### src/rtl/module_bus_pkg.sv
// Shared definitions for the module-select bus controller: FSM encoding,
// the reserved select value and the timeout counter sizing rule.
package module_bus_pkg;

  typedef enum logic [1:0] {
    IDLE = 2'd0,
    WAIT = 2'd1,
    RESP = 2'd2
  } state_e;

  localparam int SEL_RESERVED = 0;

  // Counter must hold values up to TIMEOUT; a disabled timeout still gets 1 bit.
  function automatic int timeout_cnt_w(input int timeout);
    return (timeout < 1) ? 1 : $clog2(timeout + 1);
  endfunction

endpackage

### src/rtl/module_bus_timeout.sv
// WAIT-cycle counter for the bus controller; expired_o flags the last cycle
// a module may acknowledge in. Tied low when TIMEOUT is 0.
module module_bus_timeout
  import module_bus_pkg::*;
#(
  parameter int TIMEOUT = 16
) (
  input  logic clk_i,
  input  logic rst_ni,
  input  logic clear_i,
  input  logic en_i,
  output logic expired_o
);

  localparam int CNT_W = timeout_cnt_w(TIMEOUT);

  logic [CNT_W-1:0] count;

  assign expired_o = (TIMEOUT != 0) && (count == CNT_W'(TIMEOUT - 1));

  // Holding at the expiry value means the counter can never wrap.
  always_ff @(posedge clk_i or negedge rst_ni) begin
    if (!rst_ni) begin
      count <= '0;
    end else if (clear_i) begin
      count <= '0;
    end else if (en_i && !expired_o && (TIMEOUT != 0)) begin
      count <= count + 1'b1;
    end
  end

endmodule

### src/rtl/module_bus_ctrl.sv
// Registered module-select controller: decodes sel_i onto one of N_MODULES
// channels, holds the request until ack or timeout, returns a one-cycle ack/err.
module module_bus_ctrl
  import module_bus_pkg::*;
#(
  parameter int N_MODULES = 4,
  parameter int SEL_W     = 3,
  parameter int DATA_W    = 32,
  parameter int TIMEOUT   = 16
) (
  input  logic                          clk_i,
  input  logic                          rst_ni,
  input  logic                          req_i,
  input  logic                          we_i,
  input  logic [SEL_W-1:0]              sel_i,
  input  logic [N_MODULES*DATA_W-1:0]   module_data_i,
  input  logic [N_MODULES-1:0]          module_ack_i,
  output logic [N_MODULES-1:0]          module_req_o,
  output logic [N_MODULES-1:0]          module_we_o,
  output logic [DATA_W-1:0]             data_o,
  output logic                          ack_o,
  output logic                          err_o,
  output logic                          busy_o
);

  state_e                           state;
  logic [N_MODULES-1:0]             sel_hot;
  logic [N_MODULES-1:0][DATA_W-1:0] masked;
  logic [DATA_W-1:0]                rd_data;
  logic                             sel_valid;
  logic                             ack_hit;
  logic                             is_write;
  logic                             expired;

  // The registered module_req_o is the latched one-hot channel index: it is
  // nonzero only in WAIT, so acks in IDLE/RESP or on other channels never hit.
  for (genvar j = 0; j < N_MODULES; j++) begin : g_chan
    assign sel_hot[j] = (sel_i == SEL_W'(SEL_RESERVED + j + 1));
    assign masked[j]  = module_req_o[j] ? module_data_i[j*DATA_W +: DATA_W] : '0;
  end

  assign sel_valid = |sel_hot;
  assign ack_hit   = |(module_ack_i & module_req_o);
  assign is_write  = |module_we_o;
  assign busy_o    = (state != IDLE);

  always_comb begin
    // NOTE: default assignment first, so every path drives rd_data and no latch is inferred.
    rd_data = '0;
    for (int j = 0; j < N_MODULES; j++) begin
      rd_data = rd_data | masked[j];
    end
  end

  module_bus_timeout #(
    .TIMEOUT (TIMEOUT)
  ) u_timeout (
    .clk_i     (clk_i),
    .rst_ni    (rst_ni),
    .clear_i   (state == IDLE),
    .en_i      ((state == WAIT) && !ack_hit),
    .expired_o (expired)
  );

  always_ff @(posedge clk_i or negedge rst_ni) begin
    if (!rst_ni) begin
      // NOTE: data_o sits in the async reset with the control flops so a reset never exposes stale read data.
      state        <= IDLE;
      module_req_o <= '0;
      module_we_o  <= '0;
      data_o       <= '0;
      ack_o        <= 1'b0;
      err_o        <= 1'b0;
    end else begin
      // NOTE: non-blocking assignments throughout, so every flop updates from pre-edge values.
      ack_o <= 1'b0;
      err_o <= 1'b0;
      case (state)
        IDLE: begin
          if (req_i) begin
            if (sel_valid) begin
              module_req_o <= sel_hot;
              module_we_o  <= we_i ? sel_hot : '0;
              state        <= WAIT;
            end else begin
              err_o <= 1'b1;
              state <= RESP;
            end
          end
        end
        WAIT: begin
          if (ack_hit) begin
            if (!is_write) data_o <= rd_data;
            ack_o        <= 1'b1;
            module_req_o <= '0;
            module_we_o  <= '0;
            state        <= RESP;
          end else if (expired) begin
            data_o       <= '0;
            err_o        <= 1'b1;
            module_req_o <= '0;
            module_we_o  <= '0;
            state        <= RESP;
          end
        end
        RESP:    state <= IDLE;
        default: state <= IDLE;
      endcase
    end
  end

endmodule

### config.mk
export PLATFORM = sky130hd
export DESIGN_NAME = module_bus_ctrl
export DESIGN_NICKNAME = d
export VERILOG_FILES = /design/src/rtl/module_bus_pkg.sv /design/src/rtl/module_bus_timeout.sv /design/src/rtl/module_bus_ctrl.sv
export SDC_FILE = /design/constraint.sdc
export NUM_CORES = 1
export LEC_CHECK = 0
export CAP_MARGIN = 20
export CORE_MARGIN = 4
export CORE_UTILIZATION = 41
export CTS_CLUSTER_SIZE = 30
export DETAILED_ROUTE_END_ITERATION = 7
export PLACE_DENSITY_LB_ADDON = 0.3
export SLEW_MARGIN = 20
export SYNTH_ARGS = -nofsm -noshare
export SYNTH_HDL_FRONTEND = slang
export SYNTH_SLANG_ARGS = --single-unit
export TNS_END_PERCENT = 30
### constraint.sdc
create_clock -name clk_i -period 2.9 [get_ports clk_i]
set_input_delay 0.435 -clock clk_i [delete_from_list [all_inputs] [get_ports clk_i]]
set_output_delay 0.435 -clock clk_i [all_outputs]
set_load 0.02 [all_outputs]
---- Word-level counts from Yosys, hierarchy flattened ----
Index checks and enable logic that the tools add are counted.
word-level totals
  input port bits ......................... 139
  word-level logic and storage cells ...... 67
  output and inout port bits .............. 43
  flip-flop bits (word level) ............. 49
cells by class
  equality and inequality tests ........... 10
  $add $sub $neg .......................... 1
  bitwise gates (word level) .............. 4
  muxes and demuxes ....................... 30
  reductions and logical operators ........ 15
operator list
  operator                                        count
  two-way mux 32 bit                              7
  OR 32 bit                                       3
  two-way mux 4 bit                               7
  one-hot mux 4 bit (2 select lines)              2
  OR reduction 4 bit                              3
  two-way mux 5 bit                               2
  two-way mux 2 bit                               4
  nonzero test 2 bit                              4
  == test 3 x 2 -> 1 bit (second input constant)  2
  two-way mux 1 bit                               6
  != test 2 bit (second input constant)           3
  adder 5 x 1 -> 5 bit (second input constant)    1
  == test 5 x 4 -> 1 bit (second input constant)  1
  bitwise AND 4 bit                               1
  one-hot mux 2 bit (2 select lines)              1
  AND reduction 4 bit                             1
  == test 3 x 1 -> 1 bit (second input constant)  1
  == test 3 bit (second input constant)           1
  != test 3 x 2 -> 1 bit (second input constant)  1
  AND reduction 3 bit                             1
  == test 2 x 1 -> 1 bit (second input constant)  1
  logical AND 1 bit                               2
  zero test 1 bit                                 2
  zero test 2 bit                                 1
  2 further kinds                                 2

---- Depth between registers and ports, before layout ----
Gate-level depths: netlist of the first run.
  depth after elaboration ................. 7
  gate-level depth with buffers ........... 7
  gate-level depth less buffers ........... 6

---- Hierarchy ----
A second synthesis of the first run with hierarchy kept.
unflattened totals
  cells, all modules ...................... 225
  area total of the unflattened synthesis .. 2702.6 um^2
by module, submodules not included
  module              area each (um^2)  times used  cells each  seq. area each (um^2)
  module_bus_ctrl     2442.3            1           202         1101.1
  module_bus_timeout  260.2             1           23          125.1

---- Worst setup path after synthesis of the first run ----
No wires, ideal clock.
  kind .................................... flip-flop to flip-flop
  start ................................... register u_timeout.count[0]
  end ..................................... register u_timeout.count[0]
  period minus slack after synthesis ...... 1953 ps
  setup time .............................. 69 ps
  stages on the path, launching flop included .. 8
  arrival ................................. 1884 ps
  path buffers ............................ 1
  setup slack ............................. 947 ps
  data required time ...................... 2831 ps
  cells stage by stage .................... dfrtp_1 ha_1 and3_1 ha_1 nand3b_1 clkbuf_1 or4b_1 nand3_1
on the way
  longest elaborated chain between the ends .. 4
  elaborated cells on any way between the ends .. 7
  those cells by class .................... 1 x add/sub; 1 x eq/ne; 2 x mux; 3 x reduce/logical
RTL lines
  element                                                                       RTL line                  RTL
  start: declaration                                                            module_bus_timeout.sv:17  logic [CNT_W-1:0] count;
  start signal: assignment                                                      module_bus_timeout.sv:28  count <= count + 1'b1;
  parallel branches: the longest is 4 deep, another holds adder 5 x 1 -> 5 bit  n/a
Several ways; the timed one is not identified. The select of a mux whose other input is x is not followed.
A chain may end at the register's enable or synchronous reset.

---- Worst setup path in the final report of the first run ----
  start ................................... register u_timeout.count[0]
  end ..................................... register module_we_o[0]
on the way
  longest elaborated chain between the ends .. 3
RTL lines
  element                           RTL line                  RTL
  == test 5 x 4 -> 1 bit            module_bus_timeout.sv:19  assign expired_o = (TIMEOUT != 0) && (count == CNT_W'(TIMEOUT - 1));
  != test 3 x 2 -> 1 bit (no line)  n/a
  AND reduction 4 bit (no line)     n/a
  end signal: assignment            module_bus_ctrl.sv:83     module_we_o <= we_i ? sel_hot : '0;
  end: declaration                  module_bus_ctrl.sv:19     output logic [N_MODULES-1:0] module_we_o,
Every way passes these cells.

==> out/results.ini, run 1 <==
[detailed_routing]
finalWirelength_um = 9880
drt_iter0_markers = 97
ant_nets = 0
post-route-drc-count = 0
vias = 2854
first_pass_iters = 4
wl_per_cell_um = 19.4
vias_per_cell = 5.60

[sta]
report.final.setup_viol = 0
setup_slack_ps = 582
period_minus_slack_ps = 2320
relSlewSlack_pct = 57.3
finalHoldViolCount = 0
finalClockSkew_ps = 13.7
grt_setup_unrepaired = no
max_clock_freq_ghz = 0.431
slew_violations = 0
finalCritPeriodShare_pct = 79.9
tightest_slew_ps = 640
fin_tns_setup_ps = 0

[pwr]
ir_drop_mv = 0.501
pwr_density_cell_mw_per_mm2 = 826
p_leak_uw = 0.00192

[synthesis]
synth_compound_area_share_pct = 42.7
yosys_warnings = 0
synth_edf_count = 0
async_flop_share_pct = 100
ys_seq_elements = 49
synth_simple_gate_area_share_pct = 8.24
syn_area_per_cell_um2 = 12.4
syn_inst = 243
synth-main-ff-cell = dfrtp_1
synth_top_family_by_area = compound AO/OA/AOI/OAI gates
synth_xor_xnor_area_share_pct = 0.291
syn-num-nets = 384
ys_seq_area_share_pct = 40.8
synth_adder_area_share_pct = 0.832
synth_mux_area_share_pct = 0
synth.distinct_cells = 51
syn_area_mm2 = 0.00301

[clock_network]
insertion_delay_ps = 300
clk_pin_slew_ps = 100
cts_inserted_buffers = 5
post_cts_buffers = 0
ctsHtreeMaxLevel = 2
cts_tree = yes
cts-resized-gates = 0
clockBufferDepth = 2
cts_hold_buf = 0
cts_sinks = 49
clockRootBuffer = clkbuf_8

[setup_path]
startpoint_type = flip-flop
worst-path-max-fanout = 11
critPathMaxStageDelay_ps = 550
cp_common_cell = ha_1
path_buf_inv = 0
crit_path_end_kind = flip-flop
worst_ep_required_time_ps = 3140
cp_top_family = compound AO/OA/AOI/OAI gates
slowest_stage = a21boi_1
path_cells = ha_1 > and3_1 > ha_1 > nand3b_1 > a21boi_1 > a22o_1
r2r_slack_ps = 580
cp.arrival_ps = 2550
critPathKind = reg2reg

[grt]
antenna_found_initial = 0
first_global_vias = 3024
grt_overflow_total = 0
grt_pass1_wl_um = 15100
grt_max_degree = 33
grtUsageTotal_pct = 21.7

[place]
gp_congestion = 0.806
io_buffers = 181
dp_slack_ps = 614
hpwl_um = 7510

[floorplan]
dieArea_mm2 = 0.00877
core_mm2 = 0.00694
io_pins = 182
die_w_um = 93.6
die_h_um = 93.6
row_count = 30
start_util_pct = 43.3

[min_path]
hold_class = in2async

[finish]
areaGrowthSynthToFinish_pct = 63.8
final-seq-area_mm2 = 0.00123
final_nets = 554
fin_util_pct = 70.9
multi_input_area_mm2 = 0.00158
drive_gt1_share_pct = 17.4
n_antenna_cell = 0
nFillCells = 507

[run_status]
status = finished, final reports clean

[run]
drv_cap = 0

## per-layer routing
metal | vias to the layer above | GRT usage, % | routed length, um
li1 | 1346 | - | -
met2 | 123 | 39.4 | 5090
met3 | 2 | 5.31 | 834
met1 | 1383 | 26.6 | 3950
met5 | - | 0 | 0
met4 | 0 | 2.77 | 8
## synthesized netlist by cell type (2+ instances only)
library cell | number | area, um2
a21o_1 | 2 | 15.0
a21oi_1 | 3 | 15.0
a221oi_1 | 32 | 280
a22o_1 | 17 | 149
a22o_2 | 16 | 160
a22oi_4 | 2 | 42.5
a31oi_1 | 2 | 12.5
a32o_1 | 2 | 20.0
and3_1 | 3 | 18.8
and3b_1 | 2 | 17.5
buf_1 | 2 | 7.51
buf_4 | 2 | 15.0
buf_6 | 6 | 67.6
clkbuf_1 | 8 | 30.0
clkbuf_8 | 2 | 27.5
dfrtp_1 | 49 | 1230
dlygate4sd1_1 | 5 | 43.8
ha_1 | 2 | 25.0
inv_1 | 2 | 7.51
nand2_1 | 9 | 33.8
nand3_1 | 7 | 35.0
nand3b_1 | 2 | 15.0
nor2_1 | 5 | 18.8
nor3_1 | 2 | 10.0
o21ai_0 | 3 | 15.0
o2bb2ai_1 | 3 | 26.3
o2bb2ai_2 | 28 | 420
o2bb2ai_4 | 2 | 55.1
## logic make-up after synthesis
| kind of cell | Yosys count |
|---|---|
| fa+ha+maj | 2 |
| buf+inv | 29 |
| xor+xnor | 1 |
| flops | 49 |
| compound gates | 120 |
| simple gates | 42 |
## final timing paths
| path | start | end | cells past startpoint |
|---|---|---|---|
| max | u_timeout.count[0] | module_we_o[0] | 6 |
| min | rst_ni | data_o[18] | 1 |
| max reg2reg | u_timeout.count[0] | module_we_o[0] | 6 |
| min reg2reg | data_o[21] | data_o[21] | 1 |
| max in group asynchronous | rst_ni | module_req_o[0] | 2 |
| min in group clk_i | data_o[21] | data_o[21] | 1 |
## state kept, by name, indices dropped and copies added, names as in the netlist
signal           flops
ack_o                1
data_o              32
err_o                1
module_we_o          4
module_req_o         4
state                2
u_timeout.count      5
## power breakdown
group	internal, uW	switching (uW)
Sequential	901	232
Clock	258	238
Combinational	1240	1200
Total	2400	1670
## layout make-up
class | count | share of cell area [%]
Clock inverter | 3 | 0.940
Sequential cell | 49 | 24.9
Clock buffer | 5 | 1.40
Multi-Input combinational cell | 165 | 32.1
Timing Repair Buffer | 190 | 38.1
Inverter | 2 | 0.152
Tap cell | 96 | 2.44
## per-stage QoR
| stage | power (uW) | instances | hold WS, ps | area, um2 |
|---|---|---|---|---|
| after floorplan | 2720 | 243 | 139 | 3010 |
| after global placement | 3560 | 502 | 473 | 4810 |
| after detailed placement | 3610 | 502 | 478 | 4810 |
| after CTS | 4120 | 510 | 159 | 4920 |
| after global routing | 4310 | 510 | 177 | 4920 |
| final | 4060 | 510 | 147 | 4920 |
## placed cells by master, fill, tap and decap left out, drive strengths merged, types with 2 or more instances in the layout
master	instances
nor2	5
dfrtp	49
o21ai	3
buf	10
nand2	9
a22oi	2
nor3	2
a21oi	3
clkbuf	5
ha	2
o2bb2ai	33
a221oi	32
nand3	7
a31oi	2
nand3b	2
inv	2
a32o	2
a22o	33
and3b	2
and3	3
or2	2
clkdlybuf4s50	180
a21o	2
No activity file was read; power rests on OpenSTA's default activity.
==> run 2: changes to the inputs <==
Settings changed: CORE_UTILIZATION 41 to 38.
Clock period 2.9 ns to 2.3 ns, I/O delays scaled along.
==> run 2 against run 1 <==
  * Critical path depth unchanged
  * Register-to-register slack worse by 470 ps
  * Non-clock buffer count up 8
  * Clock skew down 7.8 ps
  * Setup slack worse by 470 ps
  * Global-route usage down 1.0 points
  * Highest routed layer unchanged
  * First-iteration DRC count down 25%
  * Wire length down 0.18%
  * Utilization down 6.3 points
  * Clock power up 10%
  * Power up 27%
  * Final cell count up 2.7%
==> out/results.ini, run 2 (synthesized netlist as in run 1, its figures left out) <==
[grt]
grt_overflow_total = 0
grtUsageTotal_pct = 20.6
grt_pass1_wl_um = 16000
grt_max_degree = 32
first_global_vias = 3117
antenna_found_initial = 0

[finish]
fin_util_pct = 64.6
final_common_cell = clkdlybuf4s50_1
regMostFlops = data_o
final_cell_mix = clkdlybuf4s50_1, dfrtp_1, a221oi_1
drive_gt1_share_pct = 19.0
final_nets = 562
n_antenna_cell = 0
multi_input_area_mm2 = 0.00158
reg_top3 = data_o (32), u_timeout.count (5)
nFillCells = 612
largest_register_ffs = 32
fin_area_mm2 = 0.00499
areaGrowthSynthToFinish_pct = 66.0
final-seq-area_mm2 = 0.00123

[setup_path]
worst_ep_required_time_ps = 2530
cp_common_cell = ha_1
crit_path_end_kind = flip-flop
startpoint_type = flip-flop
critPathMaxStageDelay_ps = 550
critPathKind = reg2reg
path_cells = ha_1 > and3_1 > ha_1 > nand3b_1 > or4b_1 > nand3_1
worst-path-max-fanout = 9
cp.arrival_ps = 2420
slowest_stage = or4b_1

[pwr]
power_uw = 5170
p_leak_uw = 0.00197
pwr_density_cell_mw_per_mm2 = 1040
ir_drop_mv = 0.659

[clock_network]
cts_hold_buf = 0
insertion_delay_ps = 290
clockBufferDepth = 2
clockRootBuffer = clkbuf_8
cts_sinks = 49
cts_inserted_buffers = 5
clk_pin_slew_ps = 90
cts-resized-gates = 0
post_cts_buffers = 0
cts_tree = yes
ctsHtreeMaxLevel = 2

[sta]
relSlewSlack_pct = 52.7
report.final.setup_viol = 0
hold_slack_ps = 88.9
finalHoldViolCount = 0
max_clock_freq_ghz = 0.458
slew_violations = 0
period_minus_slack_ps = 2180
tightest_slew_ps = 709
grt_setup_unrepaired = no
finalCritPeriodShare_pct = 95.0
fin_tns_setup_ps = 0
finalClockSkew_ps = 5.81

[detailed_routing]
first_pass_iters = 4
vias = 2929
vias_per_cell = 5.59
ant_nets = 0
drt_iter0_markers = 73
post-route-drc-count = 0
finalWirelength_um = 9870
wl_per_cell_um = 18.8

[run]
drv_cap = 0

[place]
hpwl_um = 7820
placed_cell_area_mm2 = 0.00489
io_buffers = 181
gp_congestion = 0.844

[floorplan]
core_mm2 = 0.00773
row_count = 32
dieArea_mm2 = 0.00940
start_util_pct = 38.9
die_h_um = 97.0
io_pins = 182
die_w_um = 97.0

[run_status]
status = finished, final reports clean

[min_path]
hold_class = in2async

==> run 2: changes by cell type in the layout (fill, tap and decap cells not counted) <==
| cell | before | now |
|---|---|---|
| clkbuf_8 | 5 | 7 |
| buf_4 | 9 | 16 |
| clkinv_2 | 0 | 1 |
| clkinv_4 | 1 | 0 |
| buf_12 | 0 | 1 |
| clkinvlp_4 | 1 | 0 |
| bufinv_16 | 1 | 0 |
==> run 2: routing by layer <==
| layer | routed length (um) | up-vias | track usage (%) |
|---|---|---|---|
| li1 | - | 1362 | - |
| met1 | 3970 | 1430 | 24.6 |
| met2 | 5080 | 122 | 36.8 |
| met3 | 626 | 15 | 5.19 |
| met4 | 185 | 0 | 5.62 |
| met5 | 0 | - | 0 |
==> run 2: path summary, 6_finish.rpt <==
path | start | endpoint | slack [ps] | depth (start not counted)
worst max-delay path | u_timeout.count[0] | u_timeout.count[0] | 120 | 6
worst min-delay path | rst_ni | data_o[16] | 90 | 1
worst max register to register | u_timeout.count[0] | u_timeout.count[0] | 120 | 6
worst min register to register | data_o[21] | data_o[21] | 500 | 1
max in group asynchronous | rst_ni | data_o[29] | 1480 | 2
min in group clk_i | data_o[21] | data_o[21] | 500 | 1
==> run 2: area by class of cell <==
type                            instances  area share, %
Timing Repair Buffer                  198           39.0
Multi-Input combinational cell        165           31.7
Clock buffer                            7           1.93
Inverter                                2          0.150
Sequential cell                        49           24.6
Clock inverter                          1          0.100
Tap cell                              102           2.56
==> run 2: stage by stage <==
step | setup slack, ps | instances
floorplan | 347 | 243
global placement | 214 | 516
detailed placement | 158 | 516
CTS | 133 | 524
global route | 20.1 | 524
finish | 116 | 524
==> run 2: power by group <==
part | leakage, uW | switching, uW | internal (uW)
logic | 0.00126 | 1580 | 1650
registers | 0.000650 | 259 | 1140
clock network | 0.0000542 | 275 | 272
==> run 2: critical path: cells and delay by family (launching register included) <==
family	cells	cell delay, ps
adders and majority gates	2	490
and+or+nand+nor	4	1190
DFF	1	440
==> run 3: changes to the inputs <==
Settings changed: PLACE_DENSITY set to 0.82, PLACE_DENSITY_LB_ADDON 0.3 to not set.
==> run 3 against run 2 <==
  * Combinational power hardly changed
  * Hold slack better by 310 ps
  * Die area stayed put
  * Clock power is 31% higher
  * Largest cell class unchanged
  * Via count is 0.20% lower
  * Power is 3.7% higher
  * Count of clock-buffer cells in the layout is 2 lower
==> out/results.ini, run 3 (synthesized netlist as in run 1, its figures left out) <==
[finish]
drive_gt1_share_pct = 18.9
areaGrowthSynthToFinish_pct = 67.8
multi_input_area_mm2 = 0.00158
largest_register_ffs = 32
reg_top3 = data_o (32), u_timeout.count (5)
final_nets = 563
final_common_cell = clkdlybuf4s50_1
regMostFlops = data_o
final-seq-area_mm2 = 0.00123
final_cell_mix = clkdlybuf4s50_1, dfrtp_1, a221oi_1
n_antenna_cell = 0
nFillCells = 592
instances_no_fill = 525

[setup_path]
path_cells = ha_1 > and3_1 > ha_1 > nand3b_1 > or2_0 > o311ai_1
worst_ep_required_time_ps = 2490
critPathMaxStageDelay_ps = 430
worst-path-max-fanout = 7
cp_common_cell = ha_1
r2r_cells = 6
critPathKind = reg2reg
slowest_stage = dfrtp_1
critPathLaunch = u_timeout.count[0]
crit_path_end_kind = flip-flop
r2r_slack_ps = 200
startpoint_type = flip-flop
r2r_start = u_timeout.count[0]
cp.arrival_ps = 2290

[sta]
finalCritPeriodShare_pct = 91.4
relSlewSlack_pct = 63.7
report.final.setup_viol = 0
max_clock_freq_ghz = 0.476
finalClockSkew_ps = 5.50
grt_setup_unrepaired = no
slew_violations = 0
finalHoldViolCount = 0
fin_tns_setup_ps = 0
tightest_slew_ps = 537
period_minus_slack_ps = 2100

[min_path]
hold_class = in2async

[floorplan]
dieArea_mm2 = 0.00940
core_mm2 = 0.00773
start_util_pct = 38.9
row_count = 32
die_h_um = 97.0
io_pins = 182
die_w_um = 97.0

[grt]
grt_pass1_wl_um = 16500
grt_overflow_total = 0
grt_max_degree = 33
grtUsageTotal_pct = 21.3
antenna_found_initial = 0
first_global_vias = 3177

[pwr]
ir_drop_mv = 0.590
p_leak_uw = 0.00199
pwr_density_cell_mw_per_mm2 = 1060

[detailed_routing]
post-route-drc-count = 0
wl_per_cell_um = 19.3
first_pass_iters = 4
ant_nets = 0
drt_iter0_markers = 71
vias = 2923
vias_per_cell = 5.57
finalWirelength_um = 10100

[place]
gp_congestion = 0.891
io_buffers = 181
dpl.cell_count = 516
hpwl_um = 8020

[clock_network]
cts_tree = yes
cts_sinks = 49
clk_pin_slew_ps = 90
clockBufferDepth = 2
ctsHtreeMaxLevel = 2
cts_inserted_buffers = 5
cts_hold_buf = 1
cts-resized-gates = 0
post_cts_buffers = 0
clockRootBuffer = clkbuf_8
insertion_delay_ps = 290

[run_status]
status = finished, final reports clean

[run]
drv_cap = 0

-- run 3: changes by cell type in the layout (fill, tap and decap cells not counted), sizes merged --
cell	previous run	this run
bufinv	0	2
clkbuf	7	5
dlygate4sd3	0	1
-- run 3: where the power goes --
group	leakage (uW)	switching (uW)	internal, uW	total (uW)
Combinational	0.00127	1580	1660	3240
Clock	0.0000681	282	432	714
Sequential	0.000650	269	1140	1410
Total	0.00199	2130	3230	5360
-- run 3: final cells by class --
cell class | count | area share, %
clock inverter | 3 | 1.29
sequential | 49 | 24.3
timing repair buffer | 199 | 39.0
multi-input combinational | 165 | 31.3
tap | 102 | 2.53
clock buffer | 5 | 1.36
inverter | 2 | 0.149
-- run 3: metrics by stage --
step                power (uW)  instance area (um2)  worst slack (ps)  utilization, %  hold WS [ps]
floorplan                 3430                 3010               347               -          49.4
detailed placement        4690                 4900               163            63.4           155
global route              5680                 5040               142            65.3           405
finish                    5360                 5040               197            65.3           398
global placement          4630                 4900               200            63.4           154
CTS                       5430                 5040               218            65.3           387
-- run 3: worst paths after layout --
| kind | end |
|---|---|
| worst max-delay path | u_timeout.count[3] |
| worst min-delay path | data_o[10] |
| worst max register to register | u_timeout.count[3] |
| worst min register to register | data_o[5] |
| max in group asynchronous | u_timeout.count[3] |
| min in group clk_i | data_o[5] |
-- run 3: metal layers --
| layer | routed length (um) | track usage (%) | part of all wire (%) | up-vias |
|---|---|---|---|---|
| li1 | - | - | - | 1360 |
| met1 | 4080 | 25.6 | 40 | 1430 |
| met2 | 5260 | 37.8 | 52 | 120 |
| met3 | 620 | 5.41 | 6.1 | 13 |
| met4 | 157 | 5.83 | 1.6 | 0 |
| met5 | 0 | 0 | 0 | - |
-- run 3: worst max-delay path: cells and delay by family (launching register included) --
kind            cells  cell delay, ps
fa+ha+maj           2             500
simple gates        3             820
compound gates      1             250
flops               1             430
